### src/rtl/fetch_stage.sv
// F1 fetch stage: sequential PC generation, in-order instruction memory
// requests, a small circular fetch queue feeding the decoder, and flush /
// redirect handling that discards responses to requests made before the flush.
module fetch_stage #(
  parameter logic [63:0] RESET_PC = 64'h0000_0000_8000_0000,
  parameter int          QDEPTH   = 4
) (
  input  logic        clk,
  input  logic        rst_n,
  input  logic        redirect_valid_i,
  input  logic [63:0] redirect_pc_i,
  input  logic        stall_f1_i,
  output logic        imem_req_valid_o,
  input  logic        imem_req_ready_i,
  output logic [63:0] imem_req_addr_o,
  input  logic        imem_resp_valid_i,
  input  logic [31:0] imem_resp_inst_i,
  output logic        f1_valid_o,
  output logic [63:0] f1_pc_o,
  output logic [31:0] f1_inst_o
);

  localparam int PTR_W = $clog2(QDEPTH);
  localparam int CNT_W = $clog2(QDEPTH + 1);
  localparam logic [CNT_W:0] QD_EXT = (CNT_W + 1)'(QDEPTH);

  // Control state
  logic [63:0]       pc_q, pc_d;
  logic [PTR_W-1:0]  head_q, head_d;
  logic [PTR_W-1:0]  tail_q, tail_d;
  logic [PTR_W-1:0]  fill_q, fill_d;
  logic [CNT_W-1:0]  count_q, count_d;
  // pend: allocated entries still waiting for their instruction
  logic [CNT_W-1:0]  pend_q, pend_d;
  // drop: responses still owed to requests issued before a redirect
  logic [CNT_W-1:0]  drop_q, drop_d;
  logic              started_q, started_d;
  logic [QDEPTH-1:0] filled_q, filled_d;

  // Queue payload (not reset: only visible through count/filled gating)
  logic [63:0] epc_q   [QDEPTH];
  logic [63:0] epc_d   [QDEPTH];
  logic [31:0] einst_q [QDEPTH];
  logic [31:0] einst_d [QDEPTH];

  logic [CNT_W:0] occ;
  logic [CNT_W:0] outstanding;
  logic           push;
  logic           resp_any;
  logic           resp_fill;
  logic           pop;
  logic           q_nonempty;

  // Request/response handshakes and decoder-facing outputs
  always_comb begin
    occ              = {1'b0, count_q} + {1'b0, drop_q};
    outstanding      = {1'b0, pend_q} + {1'b0, drop_q};
    imem_req_valid_o = started_q & ~redirect_valid_i & (occ < QD_EXT);
    imem_req_addr_o  = pc_q;
    push             = imem_req_valid_o & imem_req_ready_i;
    resp_any         = imem_resp_valid_i & (outstanding != '0);
    resp_fill        = resp_any & (drop_q == '0);
    q_nonempty       = (count_q != '0);
    f1_valid_o       = q_nonempty & filled_q[head_q] & ~redirect_valid_i;
    f1_pc_o          = q_nonempty ? epc_q[head_q] : 64'h0;
    f1_inst_o        = q_nonempty ? einst_q[head_q] : 32'h0;
    pop              = f1_valid_o & ~stall_f1_i;
  end

  // Next-state: redirect clears the queue and carries unfilled requests into drop
  always_comb begin
    pc_d      = pc_q;
    head_d    = head_q;
    tail_d    = tail_q;
    fill_d    = fill_q;
    count_d   = count_q;
    pend_d    = pend_q;
    drop_d    = drop_q;
    started_d = 1'b1;
    filled_d  = filled_q;
    epc_d     = epc_q;
    einst_d   = einst_q;
    if (redirect_valid_i) begin
      pc_d    = redirect_pc_i & ~64'h3;
      head_d  = '0;
      tail_d  = '0;
      fill_d  = '0;
      count_d = '0;
      pend_d  = '0;
      drop_d  = drop_q + pend_q - CNT_W'(resp_any);
    end else begin
      if (push) begin
        epc_d[tail_q]    = pc_q;
        filled_d[tail_q] = 1'b0;
        tail_d           = tail_q + PTR_W'(1);
        pc_d             = pc_q + 64'd4;
      end
      // Fill after allocation so a combinational memory can fill the new tail
      if (resp_any) begin
        if (drop_q != '0) begin
          drop_d = drop_q - CNT_W'(1);
        end else begin
          einst_d[fill_q]  = imem_resp_inst_i;
          filled_d[fill_q] = 1'b1;
          fill_d           = fill_q + PTR_W'(1);
        end
      end
      if (pop) begin
        head_d = head_q + PTR_W'(1);
      end
      pend_d  = pend_q + CNT_W'(push) - CNT_W'(resp_fill);
      count_d = count_q + CNT_W'(push) - CNT_W'(pop);
    end
  end

  // Control registers with asynchronous active-low reset
  always_ff @(posedge clk or negedge rst_n) begin
    if (!rst_n) begin
      pc_q      <= RESET_PC;
      head_q    <= '0;
      tail_q    <= '0;
      fill_q    <= '0;
      count_q   <= '0;
      pend_q    <= '0;
      drop_q    <= '0;
      started_q <= 1'b0;
      filled_q  <= '0;
    end else begin
      pc_q      <= pc_d;
      head_q    <= head_d;
      tail_q    <= tail_d;
      fill_q    <= fill_d;
      count_q   <= count_d;
      pend_q    <= pend_d;
      drop_q    <= drop_d;
      started_q <= started_d;
      filled_q  <= filled_d;
    end
  end

  // Queue payload registers
  always_ff @(posedge clk) begin
    epc_q   <= epc_d;
    einst_q <= einst_d;
  end

endmodule

### config.mk
export PLATFORM = sky130hd
export DESIGN_NAME = fetch_stage
export DESIGN_NICKNAME = d
export VERILOG_FILES = /design/src/rtl/fetch_stage.sv
export SDC_FILE = /design/constraint.sdc
export NUM_CORES = 1
export LEC_CHECK = 0
export CAP_MARGIN = 20
export CORE_UTILIZATION = 52
export CTS_BUF_LIST = sky130_fd_sc_hd__clkbuf_8
export DETAILED_ROUTE_END_ITERATION = 6
export PLACE_DENSITY = 0.79
export SKIP_CTS_REPAIR_TIMING = 1
export SLEW_MARGIN = 30
export SYNTH_ARGS = -nofsm -noshare
export SYNTH_HDL_FRONTEND = slang
export SYNTH_SLANG_ARGS = --single-unit
### constraint.sdc
create_clock -name clk -period 3.4 [get_ports clk]
set_clock_uncertainty 0.15 [all_clocks]
set_input_delay 0.85 -clock clk [delete_from_list [all_inputs] [get_ports clk]]
set_output_delay 0.85 -clock clk [all_outputs]
set_load 0.1 [all_outputs]
# ---- Yosys cells after proc, flatten, opt, wreduce, memory -nomap -nowiden
# Cells that the tools add are included.
dict set report totals {
  wordCells 113
  register_bits 468
  output_inout_bits 162
  input_bits 102
}
dict set report classes {
  n_reduce_logical 16
  bitwise 17
  n_addsub 13
  eq_ne 1
  muxes 38
  order_cmp 11
}
# operator n
set ops {}
lappend ops {{two-way mux 64 bit} 6}
lappend ops {{bitwise mux 256 bit} 1}
lappend ops {{binary-select mux 64 bit (select 2 bit)} 1}
lappend ops {{bitwise mux 128 bit} 1}
lappend ops {{demux 64 bit (select 2 bit)} 1}
lappend ops {{two-way mux 32 bit} 4}
lappend ops {{adder 64 x 3 -> 64 bit (second input constant)} 1}
lappend ops {{binary-select mux 32 bit (select 2 bit)} 1}
lappend ops {{demux 32 bit (select 2 bit)} 1}
lappend ops {{two-way mux 4 bit} 4}
lappend ops {{two-way mux 3 bit} 5}
lappend ops {{two-way mux 2 bit} 7}
lappend ops {{greater-or-equal comparator 3 bit (second input constant)} 3}
lappend ops {{less-than comparator 2 x 3 -> 1 bit (second input constant)} 3}
lappend ops {{inverter 2 -> 3 bit} 3}
lappend ops {{subtractor 3 x 1 -> 3 bit} 3}
lappend ops {{adder 3 x 3 -> 4 bit} 2}
lappend ops {{bitwise AND 1 bit} 8}
lappend ops {{nonzero test 2 bit} 4}
lappend ops {{adder 2 x 1 -> 2 bit (second input constant)} 3}
lappend ops {{adder 3 x 1 -> 3 bit} 2}
lappend ops {{less-than comparator 3 x 1 -> 1 bit (second input constant)} 2}
lappend ops {{AND reduction 2 bit} 3}
lappend ops {{nonzero test 3 bit} 2}
lappend ops {{other kinds (16)} 25}

# ---- Depth between registers and ports, before layout
dict set report logic_depth {
  word_depth 11
  depth_mapped 14
}

# ---- Worst setup path after synthesis
# No wires, ideal clock.
dict set report synth_timing {
  path_kind {input to register}
  startpoint {in redirect_valid_i}
  endpoint {reg epc_q[100] (netlist bit) (enable)}
  setup_time_ns 0.416
  t_arrival_ns 3.058
  slack_ns -0.224
  stages 7
  t_required_ns 2.834
  n_path_buf 3
  cell_sequence {clkbuf_1 > inv_2 > and4_1 > buf_6 > clkbuf_1 > nand2_1 > inv_1}
}
dict set report synth_between {
  elab_chain_len 5
}
# item line_no
set synth_lines {}
lappend synth_lines {{from (decl)} 10} ;# input logic redirect_valid_i,
lappend synth_lines {{inverter 1 bit (no source line) (*)} n/a}
lappend synth_lines {{bitwise AND 1 bit (2 in a row)} 58} ;# imem_req_valid_o = started_q & ~redirect_valid_i & (occ < QD_EXT);
lappend synth_lines {{bitwise AND 1 bit} 60} ;# push = imem_req_valid_o & imem_req_ready_i;
lappend synth_lines {{AND reduction 2 bit (no source line) (*)} n/a}
lappend synth_lines {{to (signal assigned)} 143} ;# epc_q <= epc_d;
lappend synth_lines {{to (decl)} 41} ;# logic [63:0] epc_q [QDEPTH];
# Mark *: on every way between the ends. The rest lies on a longest branch, timed or not.
# A chain may end at the register's enable or synchronous reset.

# ---- Worst setup path after layout
dict set report layout_timing {
  startpoint {reg head_q[0]}
  endpoint {out f1_pc_o[58]}
}
dict set report layout_between {
  elab_chain_len 5
}
# item line_no
set layout_lines {}
lappend layout_lines {{from (decl)} 29} ;# logic [PTR_W-1:0] head_q, head_d;
lappend layout_lines {{from (signal assigned)} 120} ;# head_q <= '0;
lappend layout_lines {{from (signal assigned)} 130} ;# head_q <= head_d;
lappend layout_lines {{inverter 2 -> 3 bit (not written as such)} 65} ;# f1_pc_o = q_nonempty ? epc_q[head_q] : 64'h0;
lappend layout_lines {{binary-select mux 64 bit (select 2 bit)} 65}
lappend layout_lines {{two-way mux 64 bit (not written as such) (2 in a row)} 65}
lappend layout_lines {{two-way mux 64 bit} 65}
lappend layout_lines {{to (decl)} 19} ;# output logic [63:0] f1_pc_o,
# No other way between the ends. The select of a mux whose other input is x is not followed.

==> run metrics <==
number of antenna-violating nets in the routed design 0; total CTS buffers 74; Fin. Hold Viols 0; CTS clock-pin slew for the worst setup and hold paths 0.06 ns; status completed; DP Wirelength 30,600 um; Port Buffer Count 257; Post-Synthesis Cell Area 19,800 um^2; final core utilization 0.685; Clock Sinks 458; FF+latch area 13,400 um^2; Max clock buf depth 3; final worst-path cycle share 0.992; post-layout net count 1,702; CP Class reg2out; Tot Pwr 0.0163 W; CP Launch Type flip-flop; syn_area_per_cell 15.7 um^2; most common cell after layout, fill and taps aside edfxtp_1; Die W 197 um; initial cell density of the core 0.528; number of synthesized flops with an enable pin 376; Finished Cell Area 25,700 um^2; PwrDens 635 nW/um^2; library cells used by synthesis 66; RSZ-0062 raised after global routing true; CP Max Fanout 11; gr usage total 0.253; final setup vio count 0; Core Box Area 37,600 um^2; DRC 0; DR iter-0 viols 1,239; CTS tree yes; via count 12,900; sequential share of the synthesized area 0.673; worst slew pin tran 0.862 ns; largest net degree at the start of global routing 97; Reg2Reg Launch Point pend_q[0]; Die ar. 38,900 um^2; Placer Congestion 0.890; Die Y 197 um; crit path time final 3.37 ns; Clock Root Buffer clkbuf_8; total gr overflow 0; row cnt 71; Peak VDD IR 0.000453 V; Synth Warn # 0; share of layout cells above drive strength 1 0.266; WP data arrival 2.37 ns; most frequent cells in the layout 376 x edfxtp_1, 111 x buf_12, 108 x and2_1, 102 x nand2_1, 97 x clkdlybuf4s50_1; fill cell count 2,385; worst relative slew slack 0.420; Post-synth ARST share 0.179; footprint of the multi-input gates 6070 um^2; First-pass DRT Iterations 7; CP startpoint head_q[0]; Clock Latency Late Sink 0.62 ns; first-pass GRT wire length 74,000 um; Post-synth top flop edfxtp_1; Area Overhead vs Synth 29.7%; Pins Over Slew Limit 0; Max Cap Violations 0; crit end category primary output; DR vias/cell 6.03; top-level I/O count 264; Min-Delay Path Class in2async; register bit count reported by yosys 458; placed cell areas 24,000 um^2; required time worst endpoint 2.40 ns; H-Tree Depth 3; Peak Freq 296 MHz; final wirelength 49,900 um; Cells after Synth 1,260; initial antenna violation count 3; Leak 9.10 nW; vias in the first global route 13,000; wire per inst 23.3 um
-- path summary, 6_finish.rpt --
| kind | end | slack [ns] | cells after the start |
|---|---|---|---|
| worst max-delay path | f1_pc_o[58] | 0.03 | 5 |
| worst min-delay path | imem_req_addr_o[52] | 0.13 | 1 |
| worst max register to register | drop_q[2] | 0.15 | 14 |
| worst min register to register | filled_q[1] | 0.36 | 1 |
| max in group asynchronous | imem_req_addr_o[15] | 2.21 | 2 |
| min in group clk | filled_q[1] | 0.36 | 1 |
-- layer usage --
| layer | share of wire | routed length (um) | global-route usage |
|---|---|---|---|
| met2 | 0.48 | 23900 | 0.403 |
| met5 | 0.00022 | 11 | 0 |
| met1 | 0.38 | 19100 | 0.339 |
| met3 | 0.11 | 5260 | 0.0594 |
| met4 | 0.032 | 1600 | 0.0996 |
-- worst max-delay path, cell delays in order, from the launching register on --
cell and delay (ns):
dfrtp_4 0.42, clkbuf_4 0.20, clkbuf_16 0.23, mux4_2 0.52, and2_1 0.20, buf_12 0.17
-- cell usage after synthesis, types with 5 or more instances --
cell	n	area, um^2
clkbuf_1	48	180
a22oi_1	11	82.6
buf_1	6	22.5
o211ai_1	24	180
nor3_1	11	55.1
nand4_1	42	263
edfxtp_1	376	11300
dfrtp_1	81	2030
xor2_1	5	43.8
o311ai_0	10	87.6
buf_2	15	75.1
nor2_1	37	139
ha_1	23	288
a21oi_1	8	40.0
mux2i_1	13	130
and2_1	110	688
and4_1	6	52.6
o21ai_0	26	130
or4_1	13	97.6
and3_1	8	50.1
inv_1	28	105
xnor2_1	13	114
mux4_2	95	2140
a31oi_1	5	31.3
a221o_1	5	50.1
nand2_1	102	383
nor4_1	15	93.8
or3_1	7	43.8
nand3_1	50	250
-- report_power, final --
part / leakage [nW] / internal [W] / switching, W / total [W]
clock: 0.830 / 0.00246 / 0.00210 / 0.00455
sequential: 4.41 / 0.00642 / 0.000367 / 0.00679
combinational: 3.85 / 0.00162 / 0.00337 / 0.00499
total: 9.10 / 0.0105 / 0.00583 / 0.0163
-- stage by stage --
stage	hold slack, ns	TNS [ns]	setup WS [ns]	std cells
floorplan	0.317	0	0.0693	1263
global placement	0.337	0	0.300	1995
detailed placement	0.342	0	0.167	1995
CTS	0.137	-15.67	-0.256	2127
global route	0.174	-0.179	-0.0281	2140
finish	0.134	0	0.0264	2142
-- final cells by class --
type                    count  area share
well taps                 511      0.0249
repair buffers            308       0.160
flip-flops and latches    458       0.519
inverters                  30     0.00506
clock buffers              83      0.0444
diodes                      2    0.000195
clock inverters            49      0.0107
multi-input cells         701       0.236
-- sequential cells by signal, summed over array words and instances (netlist names) --
register and cells:
epc_q 248, einst_q 128, imem_req_addr_o 62, filled_q 4, count_q 3, drop_q 3, pend_q 3, fill_q 2
head_q 2, tail_q 2, started_q 1
-- logic make-up after synthesis --
logic type                 after synthesis  synth area share
AOI/OAI and AO/OA                      110            0.0393
DFF                                    458             0.673
xor gates and xnor gates                18           0.00795
buffers and inverters                  104            0.0219
adders and majority gates               27            0.0186
other                                    2          0.000379
muxes                                  110             0.116
and+or+nand+nor                        431             0.123
No activity file was read; power rests on OpenSTA's default activity.
